[config.mk]
export PLATFORM = sky130hd
export DESIGN_NAME = lrf_temporal_avg
export DESIGN_NICKNAME = d
export VERILOG_FILES = /design/src/rtl/lrf_pkg.sv /design/src/rtl/lrf_avg_lane.sv /design/src/rtl/lrf_temporal_avg.sv
export SDC_FILE = /design/constraint.sdc
export NUM_CORES = 2
export LEC_CHECK = 0
export BUFFER_PORTS_ARGS = -buffer_cell sky130_fd_sc_hd__clkbuf_2
export CORE_ASPECT_RATIO = 2
export CORE_MARGIN = 3
export CORE_UTILIZATION = 57
export CTS_CLUSTER_DIAMETER = 150
export DETAILED_ROUTE_END_ITERATION = 7
export PLACE_DENSITY_LB_ADDON = 0.2
export SLEW_MARGIN = 20
export SYNTH_ARGS = -nofsm -noshare
export SYNTH_HDL_FRONTEND = slang
export SYNTH_SLANG_ARGS = --single-unit
[constraint.sdc]
create_clock -name clk -period 8.11 [get_ports clk]
set_clock_uncertainty 0.15 [all_clocks]
set_input_delay 1.622 -clock clk [delete_from_list [all_inputs] [get_ports clk]]
set_output_delay 1.622 -clock clk [all_outputs]
set_load 0.1 [all_outputs]
[src/rtl/lrf_pkg.sv]
// lrf_pkg: shared constants, sizing helper and phase type for the LRF temporal averager.
package lrf_pkg;
   localparam int PIXELS_PER_BEAT = 8;
   localparam int IMAGE_DIM = 16;
   localparam int PIXEL_W = 8;
   localparam int MAX_FUSE_LOG2 = 3;
   function automatic int clog2(input int v);
      int r = 0;
      while ((1 << r) < v) r++;
      return r;
   endfunction
   localparam int BEATS_PER_IMAGE = IMAGE_DIM * IMAGE_DIM / PIXELS_PER_BEAT;
   localparam int ACC_W = PIXEL_W + MAX_FUSE_LOG2;
   localparam int ADDR_W = clog2(BEATS_PER_IMAGE);
   localparam int FIDX_W = MAX_FUSE_LOG2 + 1;
   typedef enum logic {ACCUM, EMIT} state_t;
endpackage

[src/rtl/lrf_avg_lane.sv]
// lrf_avg_lane: per-pixel accumulate step plus rounded divide-by-2^l of the running sum.
module lrf_avg_lane #(
   parameter int PIXEL_W = 8,
   parameter int ACC_W = 11,
   parameter int L_W = 2
) (
   input  logic [ACC_W-1:0]   acc,
   input  logic [PIXEL_W-1:0] pixel,
   input  logic [L_W-1:0]     l,
   input  logic               first_frame,
   output logic [ACC_W-1:0]   next_acc,
   output logic [PIXEL_W-1:0] avg
);
   logic [ACC_W:0] rnd;
   always_comb begin
      next_acc = (first_frame ? '0 : acc) + ACC_W'(pixel);
      rnd = (l == '0) ? '0 : (ACC_W + 1)'(1) << (l - L_W'(1));
      avg = PIXEL_W'(({1'b0, next_acc} + rnd) >> l);
   end
endmodule

[src/rtl/lrf_temporal_avg.sv]
// lrf_temporal_avg: averages 2^L consecutive AXI4-Stream frames pixel-wise, emitting one frame per group.
module lrf_temporal_avg
   import lrf_pkg::*;
#(
   parameter int PIXELS_PER_BEAT = lrf_pkg::PIXELS_PER_BEAT,
   parameter int IMAGE_DIM = lrf_pkg::IMAGE_DIM,
   parameter int PIXEL_W = lrf_pkg::PIXEL_W,
   parameter int MAX_FUSE_LOG2 = lrf_pkg::MAX_FUSE_LOG2
) (
   input  logic                                  clk,
   input  logic                                  aresetn,
   input  logic [clog2(MAX_FUSE_LOG2+1)-1:0]     fuse_log2,
   input  logic                                  err_clr,
   input  logic [PIXEL_W*PIXELS_PER_BEAT-1:0]    s_tdata,
   input  logic                                  s_tvalid,
   output logic                                  s_tready,
   input  logic                                  s_tlast,
   output logic [PIXEL_W*PIXELS_PER_BEAT-1:0]    m_tdata,
   output logic                                  m_tvalid,
   input  logic                                  m_tready,
   output logic                                  m_tlast,
   output logic [MAX_FUSE_LOG2:0]                frame_idx,
   output logic                                  err_tlast
);
   localparam int N_BEATS = IMAGE_DIM * IMAGE_DIM / PIXELS_PER_BEAT;
   localparam int A_W = PIXEL_W + MAX_FUSE_LOG2;
   localparam int AD_W = clog2(N_BEATS);
   localparam int F_W = MAX_FUSE_LOG2 + 1;
   localparam int L_W = clog2(MAX_FUSE_LOG2 + 1);
   logic [AD_W-1:0] addr;
   logic [L_W-1:0] l_q, l_in, l_eff;
   logic [F_W-1:0] last_idx;
   state_t state;
   logic accept, at_last, group_start;
   logic [PIXELS_PER_BEAT*A_W-1:0] acc_mem [N_BEATS];
   logic [PIXELS_PER_BEAT*A_W-1:0] acc_rd, next_bus;
   logic [PIXELS_PER_BEAT*PIXEL_W-1:0] avg_bus;
   // The first beat of a group must already see the new L to pick ACCUM vs EMIT.
   always_comb begin
      group_start = (frame_idx == '0) && (addr == '0);
      l_in = ({1'b0, fuse_log2} > (L_W + 1)'(MAX_FUSE_LOG2)) ? L_W'(MAX_FUSE_LOG2) : fuse_log2;
      l_eff = group_start ? l_in : l_q;
      last_idx = (F_W'(1) << l_eff) - F_W'(1);
      state = (frame_idx == last_idx) ? EMIT : ACCUM;
      s_tready = (state == ACCUM) || !m_tvalid || m_tready;
      accept = s_tvalid && s_tready;
      at_last = addr == AD_W'(N_BEATS - 1);
      acc_rd = acc_mem[addr];
   end
   for (genvar i = 0; i < PIXELS_PER_BEAT; i++) begin : g_lane
      lrf_avg_lane #(.PIXEL_W(PIXEL_W), .ACC_W(A_W), .L_W(L_W)) u_lane (
         .acc(acc_rd[A_W*i +: A_W]),
         .pixel(s_tdata[PIXEL_W*i +: PIXEL_W]),
         .l(l_eff),
         .first_frame(frame_idx == '0),
         .next_acc(next_bus[A_W*i +: A_W]),
         .avg(avg_bus[PIXEL_W*i +: PIXEL_W])
      );
   end
   always_ff @(posedge clk)
      if (accept && state == ACCUM) acc_mem[addr] <= next_bus;
   always_ff @(posedge clk or negedge aresetn)
      if (!aresetn) begin
         addr <= '0;
         frame_idx <= '0;
         l_q <= '0;
         m_tvalid <= 1'b0;
         m_tdata <= '0;
         m_tlast <= 1'b0;
         err_tlast <= 1'b0;
      end else begin
         if (accept) begin
            addr <= at_last ? '0 : addr + AD_W'(1);
            if (group_start) l_q <= l_in;
            if (at_last) frame_idx <= (state == EMIT) ? '0 : frame_idx + F_W'(1);
         end
         if (accept && state == EMIT) begin
            m_tdata <= avg_bus;
            m_tvalid <= 1'b1;
            m_tlast <= at_last;
         end else if (m_tready) m_tvalid <= 1'b0;
         if (accept && (s_tlast != at_last)) err_tlast <= 1'b1;
         else if (err_clr) err_tlast <= 1'b0;
      end
endmodule

Yosys cells after proc, flatten, opt, wreduce, memory -nomap -nowiden
Memory sizes are Yosys's and may differ from the RTL's.
Cells that the tools add are included.
W data, S select, Z words.
{ "word_totals": {"ff_bits": 78, "latch_bits": 0, "ram_bits": 2816, "rom_bits": 0, "inputBits": 72, "output_inout_bits": 72, "n_memories": 1} }
{ "op_classes": {"addsub": 20, "multipliers": 0, "div": 0, "order_cmp": 0, "n_eq_ne": 3, "n_shift": 10, "mux": 19, "bitwise": 1, "n_reduce_logical": 14} }
{ "memory_table": {"columns": ["memory", "depth", "word_bits", "rd", "rd_clocked_by_memory_dff", "write_ports", "line_no", "rtl"], "rows": [
  ["acc_mem", 32, 88, 1, 0, 1, "lrf_temporal_avg.sv:35", "logic [PIXELS_PER_BEAT*A_W-1:0] acc_mem [N_BEATS];"]
]} }
{ "ops": {"columns": ["cell", "n"], "rows": [
  ["$add A11 B12 Y12", 8],
  ["$shr A12 B2 Y8", 8],
  ["$add A11 B8 Y11", 8],
  ["$mux W11", 8],
  ["$mux W12", 1],
  ["$shl A1 B2 Y12 const A", 1],
  ["$mux W1", 7],
  ["$add A5 B1 Y5 const B", 1],
  ["$eq A5 B5 Y1 const B", 1],
  ["$logic_and A1 B1 Y1", 5],
  ["$logic_not A5 Y1", 1],
  ["$mux W5", 1],
  ["$add A4 B1 Y4 const B", 1],
  ["$eq A4 B4 Y1", 1],
  ["$logic_not A4 Y1", 1],
  ["$mux W4", 1],
  ["$reduce_bool A2 Y1", 2],
  ["$shl A1 B2 Y4 const A", 1],
  ["$sub A4 B2 Y4 const B", 1],
  ["$logic_not A2 Y1", 1],
  ["$logic_or A1 B1 Y1", 2],
  ["$mux W2", 1],
  ["$reduce_and A2 Y1", 1],
  ["$sub A2 B1 Y2 const B", 1],
  ["3 further kinds", 3]
]} }

Depth between registers and ports, before layout
{ "depth": {"ltp_word": 14, "depth_mapped": 27, "ltp_nobuf": 17} }

Cells and area by module
Synthesis repeated with hierarchy kept, for this count alone.
{ "hier_totals": {"cells_unflattened": 5580, "area_unflattened_um2": 116483.0} }
{ "modules_own_cells": {"columns": ["module", "instances", "cells_per_inst", "area_per_inst_um2"], "rows": [
  ["lrf_temporal_avg", 1, 4500, 108365.2],
  ["lrf_avg_lane", 8, 135, 1014.7]
]} }

Worst setup path before layout
No wires, ideal clock.
{ "synth_timing": {"path_type": "register -> register", "startpoint": "register addr[1]", "endpoint": "memory acc_mem[0][0] (netlist name) (enable)", "arrival_time_ps": 7719, "required_ps": 7424, "path_slack_ps": -294, "path_stages_with_launch": 20, "period_less_slack_ps": 8404, "path_cell_list": "dfrtp_1 buf_4 buf_6 buf_6 buf_4 buf_4 buf_6 buf_4 buf_2 buf_1 inv_1 ha_1 or4b_1 nor3_1 a211oi_1 a32o_1 o21a_1 nor2b_1 nand2_1 nor2_1"} }
{ "synth_via": {"elab_chain_len": 14} }
{ "synth_rtl": {"columns": ["element", "line_no", "rtl"], "rows": [
  ["start: declaration", "lrf_temporal_avg.sv:30", "logic [AD_W-1:0] addr;"],
  ["start signal: assignment", "lrf_temporal_avg.sv:73", "addr <= at_last ? '0 : addr + AD_W'(1);"],
  ["$logic_not A5 Y1", "lrf_temporal_avg.sv:40", "group_start = (frame_idx == '0) && (addr == '0);"],
  ["$logic_and A1 B1 Y1", "lrf_temporal_avg.sv:40", null],
  ["$mux W2", null, null],
  ["$shl A1 B2 Y4", "lrf_temporal_avg.sv:43", "last_idx = (F_W'(1) << l_eff) - F_W'(1);"],
  ["$sub A4 B2 Y4", "lrf_temporal_avg.sv:43", null],
  ["$eq A4 B4 Y1", "lrf_temporal_avg.sv:44", "state = (frame_idx == last_idx) ? EMIT : ACCUM;"],
  ["$mux W1", "lrf_temporal_avg.sv:44", null],
  ["$not A1 Y1", "lrf_temporal_avg.sv:45, lrf_temporal_avg.sv:61", null],
  ["$logic_or A1 B1 Y1 (2 in series)", "lrf_temporal_avg.sv:45", "s_tready = (state == ACCUM) || !m_tvalid || m_tready;"],
  ["$logic_and A1 B1 Y1", "lrf_temporal_avg.sv:46", "accept = s_tvalid && s_tready;"],
  ["$logic_and A1 B1 Y1", "lrf_temporal_avg.sv:61", "if (accept && state == ACCUM) acc_mem[addr] <= next_bus;"],
  ["$mux W1", "lrf_temporal_avg.sv:61", null],
  ["$mux W1 (implied by the code)", "lrf_temporal_avg.sv:61", null],
  ["end: declaration", "lrf_temporal_avg.sv:35", null]
]} }
Several ways; a longest one is shown, not always the timed one.

Final worst setup path
{ "layout_timing": {"startpoint": "register addr[1]", "endpoint": "register m_tdata[4]"} }
{ "layout_lines": {"columns": ["element", "line_no", "rtl"], "rows": [
  ["$mem_v2 Z32 W88", null, null],
  ["$mux W11", "lrf_avg_lane.sv:16", "next_acc = (first_frame ? '0 : acc) + ACC_W'(pixel);"],
  ["$add A11 B8 Y11", "lrf_avg_lane.sv:16", null],
  ["named net g_lane[0].u_lane.next_acc[1]", "lrf_avg_lane.sv:11", "output logic [ACC_W-1:0] next_acc,"],
  ["$add A11 B12 Y12", "lrf_avg_lane.sv:18", "avg = PIXEL_W'(({1'b0, next_acc} + rnd) >> l);"],
  ["$shr A12 B2 Y8", "lrf_avg_lane.sv:18", null],
  ["end signal: assignment", "lrf_temporal_avg.sv:78", "m_tdata <= avg_bus;"],
  ["end: declaration", "lrf_temporal_avg.sv:18", "output logic [PIXEL_W*PIXELS_PER_BEAT-1:0] m_tdata,"]
]} }
The timed path passes the listed nets, and every way through them passes these cells.
A chain may end at the register's enable or synchronous reset.

==> Implementation_results.wiki <==
{| class="wikitable"
! Metric !! Value
|-
| Layout cell share with drive strength beyond 1 || 0.2396
|-
| Final hold violations || 0
|-
| Synth-to-Final Area Change || 11.73%
|-
| Arrival time of the worst setup path || 7.39 ns
|-
| Cell accounting for the most synthesized area || edfxtp_1
|-
| Sequential-to-total area share from yosys stat || 0.7490
|-
| Detailed-route via count || 62,400
|-
| Per-cell via count in the routed design || 7.013
|-
| Vias in the first global route || 61,700
|-
| Outcome || finished with violations
|-
| Number of distinct library cell variants in the gate-level netlist after synthesis || 99
|-
| Post-layout worst setup margin || 1.346 ns
|-
| Clock transition at path regs || 0.07 ns
|-
| Post-CTS setup buffer count || 0
|-
| Global placement routability congestion || 0.9226
|-
| Part of the power in the clock network || 0.224
|-
| Buffers plus inverters on the worst setup path || 3
|-
| Combinational cell fraction of total power || 0.367
|-
| Number of buffers inserted by hold repair at cts || 0
|-
| Total Wirelength || 341,200 µm
|-
| Die extent in y || 642.6 µm
|-
| Maximum number of pins on one net before global-route repair || 108
|-
| Met1 Usage GRT || 0.4458
|-
| Total negative slack || 0 ns
|-
| Count of state elements after synthesis || 2,894
|-
| Worst-Margin Slew || 1.300 ns
|-
| Power share of the sequential group || 0.409
|-
| Wire length of the first global-routing pass || 477,000 µm
|-
| Number of antenna violations at the first check in global routing || 12
|-
| Initial cell density of the core || 0.5733
|-
| Maximum operating frequency || 0.1478 GHz
|-
| Cell family with most CP delay || compound AO/OA/AOI/OAI gates
|-
| Type of the worst min-delay path || flop to flop
|-
| Number of port buffers || 143
|-
| Met2 usage || 0.5390
|-
| Largest fanout on the critical path || 93
|-
| Final setup violating endpoints || 0
|-
| DRC violation count after routing || 1
|-
| VDD IR-drop max || 0.4277 mV
|-
| Number of buffers created by CTS || 237
|-
| H-Tree Level Count || 4
|-
| Total number of yosys warnings || 0
|-
| Setup repair after global routing missed its margin || no
|-
| Average cell area after synthesis || 20.32 µm²
|-
| Count of pins over their slew limit || 0
|-
| TritonCTS clock tree || built
|-
| Max-Slew Margin vs Limit || 0.1257
|-
| Clock network latency to the later pin of the worst-skew pair || 0.89 ns
|-
| Global router's overall resource usage || 0.3317
|-
| CP Capture Type || flop
|-
| Violated checks || DRC
|-
| Net count reported at finish || 6,190
|-
| Top area cells in the synthesized netlist || edfxtp_1, mux4_2, mux2i_1
|-
| Core footprint || 0.2014 mm²
|-
| Synth Instances || 5,683
|-
| Critical path class || flop to flop
|-
| Maximum clock insertion buffer count || 4
|-
| Met3 capacity usage during global routing || 0.05441
|-
| Kind of start point of the critical path || flop
|-
| Switching component of the power || 18,660 µW
|-
| Netlist Area Pre-Place || 0.1155 mm²
|-
| DRC violation total after the first TritonRoute iteration || 9,045
|-
| Most common cell after layout, fill and taps aside || edfxtp_1
|-
| Fin crit share || 0.8341
|-
| Leak pwr || 0.04163 µW
|-
| Power density relative to cell area || 397.6 mW/mm²
|-
| Post-DR wirelength/cell || 38.35 µm
|-
| Clk sink count || 2,894
|-
| Slowest cell delay on critical path || 1.10 ns
|-
| Placed insts || 8,470
|-
| Layout Cells excl Fill || 8,897
|-
| Io pins || 144
|-
| Post-DRT Antenna Nets || 0
|-
| Clock Tree Root || clkbuf_16
|-
| Number of flops mapped to enable cells by yosys || 2,816
|-
| Proportion of netlist area held by the largest area contributor || 0.7321
|-
| Routing layer with the top usage in global route || met2
|-
| First drt pass iteration count || 8
|-
| Asr flop ratio synth || 0.02695
|-
| Primary FF master, synth || edfxtp_1
|-
| Required time worst endpoint || 8.74 ns
|-
| Die area || 0.2084 mm²
|-
| Critical path cell sequence || buf_12 > mux4_2 > a22oi_1 > a41oi_1 > ha_1 > inv_1 > fa_1 > inv_1 > ha_1 > a21o_1 > a21oi_1 > and3b_1 > nand3_1 > xor2_1 > o21ai_0 > mux2i_1 > o21ai_0
|-
| Gates resized, CTS repair || 0
|-
| Internal power || 32,650 µW
|-
| Max-capacitance violation count || 0
|-
| Die width || 324.3 µm
|-
| Most used cells in the layout excluding fill and tap cells || edfxtp_1, mux4_2, a22oi_1
|-
| Placement row count || 233
|-
| Remaining global-route overflow || 0
|-
| Post-place setup slack || 1.270 ns
|-
| Critical-path top delay cell || dfrtp_4
|-
| Synthesized netlist net count || 5,866
|-
| Post-detail-place hpwl || 187,000 µm
|-
| Final critical path time including I/O delays and setup || 6.764 ns
|-
| Switching share of total power || 0.3636
|}
-- Yosys cell counts, types with 33 or more instances --
| library cell | count |
|---|---|
| edfxtp_1 | 2816 |
| mux4_2 | 600 |
| a22oi_1 | 306 |
| mux2i_1 | 238 |
| nand2_1 | 140 |
| nor2_1 | 137 |
| clkbuf_1 | 116 |
| buf_2 | 111 |
| o22ai_1 | 101 |
| o21ai_0 | 98 |
| ha_1 | 95 |
| a21oi_1 | 92 |
| dfrtp_1 | 78 |
| a41oi_1 | 61 |
| inv_1 | 54 |
| xnor2_1 | 50 |
| xor2_1 | 43 |
| nor3_1 | 33 |
-- layout make-up --
cell class / count / area, µm²
sequential: 2894 / 86520
fill: 13430 / 72410
multi-input combinational: 2426 / 27770
clock buffer: 278 / 6127
timing repair buffer: 391 / 3606
tap: 2702 / 3381
clock inverter: 144 / 1403
inverter: 57 / 214.0
antenna: 5 / 12.51
-- cell families (layout without fill, tap and decap cells) --
| kind of cell | Yosys count | in the layout | synth area share |
|---|---|---|---|
| flip-flops | 2894 | 2894 | 0.7490 |
| adder cells (fa/ha/maj) | 111 | 111 | 0.01306 |
| AND/OR/NAND/NOR | 488 | 488 | 0.02196 |
| XOR/XNOR | 98 | 98 | 0.007811 |
| AO/OA/AOI/OAI | 878 | 878 | 0.05348 |
| other | 0 | 5 | 0 |
| multiplexers | 851 | 851 | 0.1389 |
| buffers and inverters | 363 | 870 | 0.01574 |
-- layer usage --
layer / share of wire / up-vias
li1: - / 24490
met5: 0.00013 / -
met4: 0.057 / 6
met2: 0.49 / 4157
met1: 0.34 / 32900
met3: 0.10 / 848
-- sequential cells by signal, indices dropped and copies added, names as in the netlist --
| name | cells |
|---|---|
| m_tvalid | 1 |
| addr | 5 |
| acc_mem | 2816 |
| err_tlast | 1 |
| l_q | 2 |
| frame_idx | 4 |
| m_tlast | 1 |
| m_tdata | 64 |
-- final timing paths --
| path | from | cells past startpoint | to | slack (ns) |
|---|---|---|---|---|
| max | addr[1] | 17 | m_tdata[4] | 1.35 |
| min | m_tdata[27] | 1 | m_tdata[27] | 0.33 |
| max reg2reg | addr[1] | 17 | m_tdata[4] | 1.35 |
| min reg2reg | m_tdata[27] | 1 | m_tdata[27] | 0.33 |
| max in group asynchronous | aresetn | 2 | addr[0] | 5.99 |
| min in group asynchronous | aresetn | 1 | m_tdata[18] | 0.55 |
-- power by group through the flow --
stage                     combinational (µW)  clock, µW  sequential (µW)
after CTS                              18700      11600            21000
after global placement                 18300          0            21300
after global routing                   19800      12100            21000
after detailed placement               18600          0            21300
after floorplan                        11200          0            22200
final                                  18800      11500            21000
-- stage by stage --
step	total power (µW)	util	instance area, µm²	hold slack (ns)
floorplan	33370	-	115500	0.2965
global placement	39520	0.6030	121500	0.3168
detailed placement	39950	0.6031	121500	0.3188
CTS	51240	0.6405	129000	0.3336
global route	52960	0.6405	129000	0.3424
finish	51310	0.6406	129000	0.3257
-- worst reg2reg max path, stage by stage (launching register included) --
cell and delay (ns):
dfrtp_4 1.10, buf_12 0.56, mux4_2 0.36, a22oi_1 0.07, a41oi_1 0.27, ha_1 0.48, inv_1 0.13, fa_1 0.58
inv_1 0.68, ha_1 0.37, a21o_1 0.18, a21oi_1 0.40, and3b_1 0.26, nand3_1 0.10, xor2_1 0.12, o21ai_0 0.51
mux2i_1 0.16, o21ai_0 0.19
Note: power is estimated with default switching activity, not from simulation.
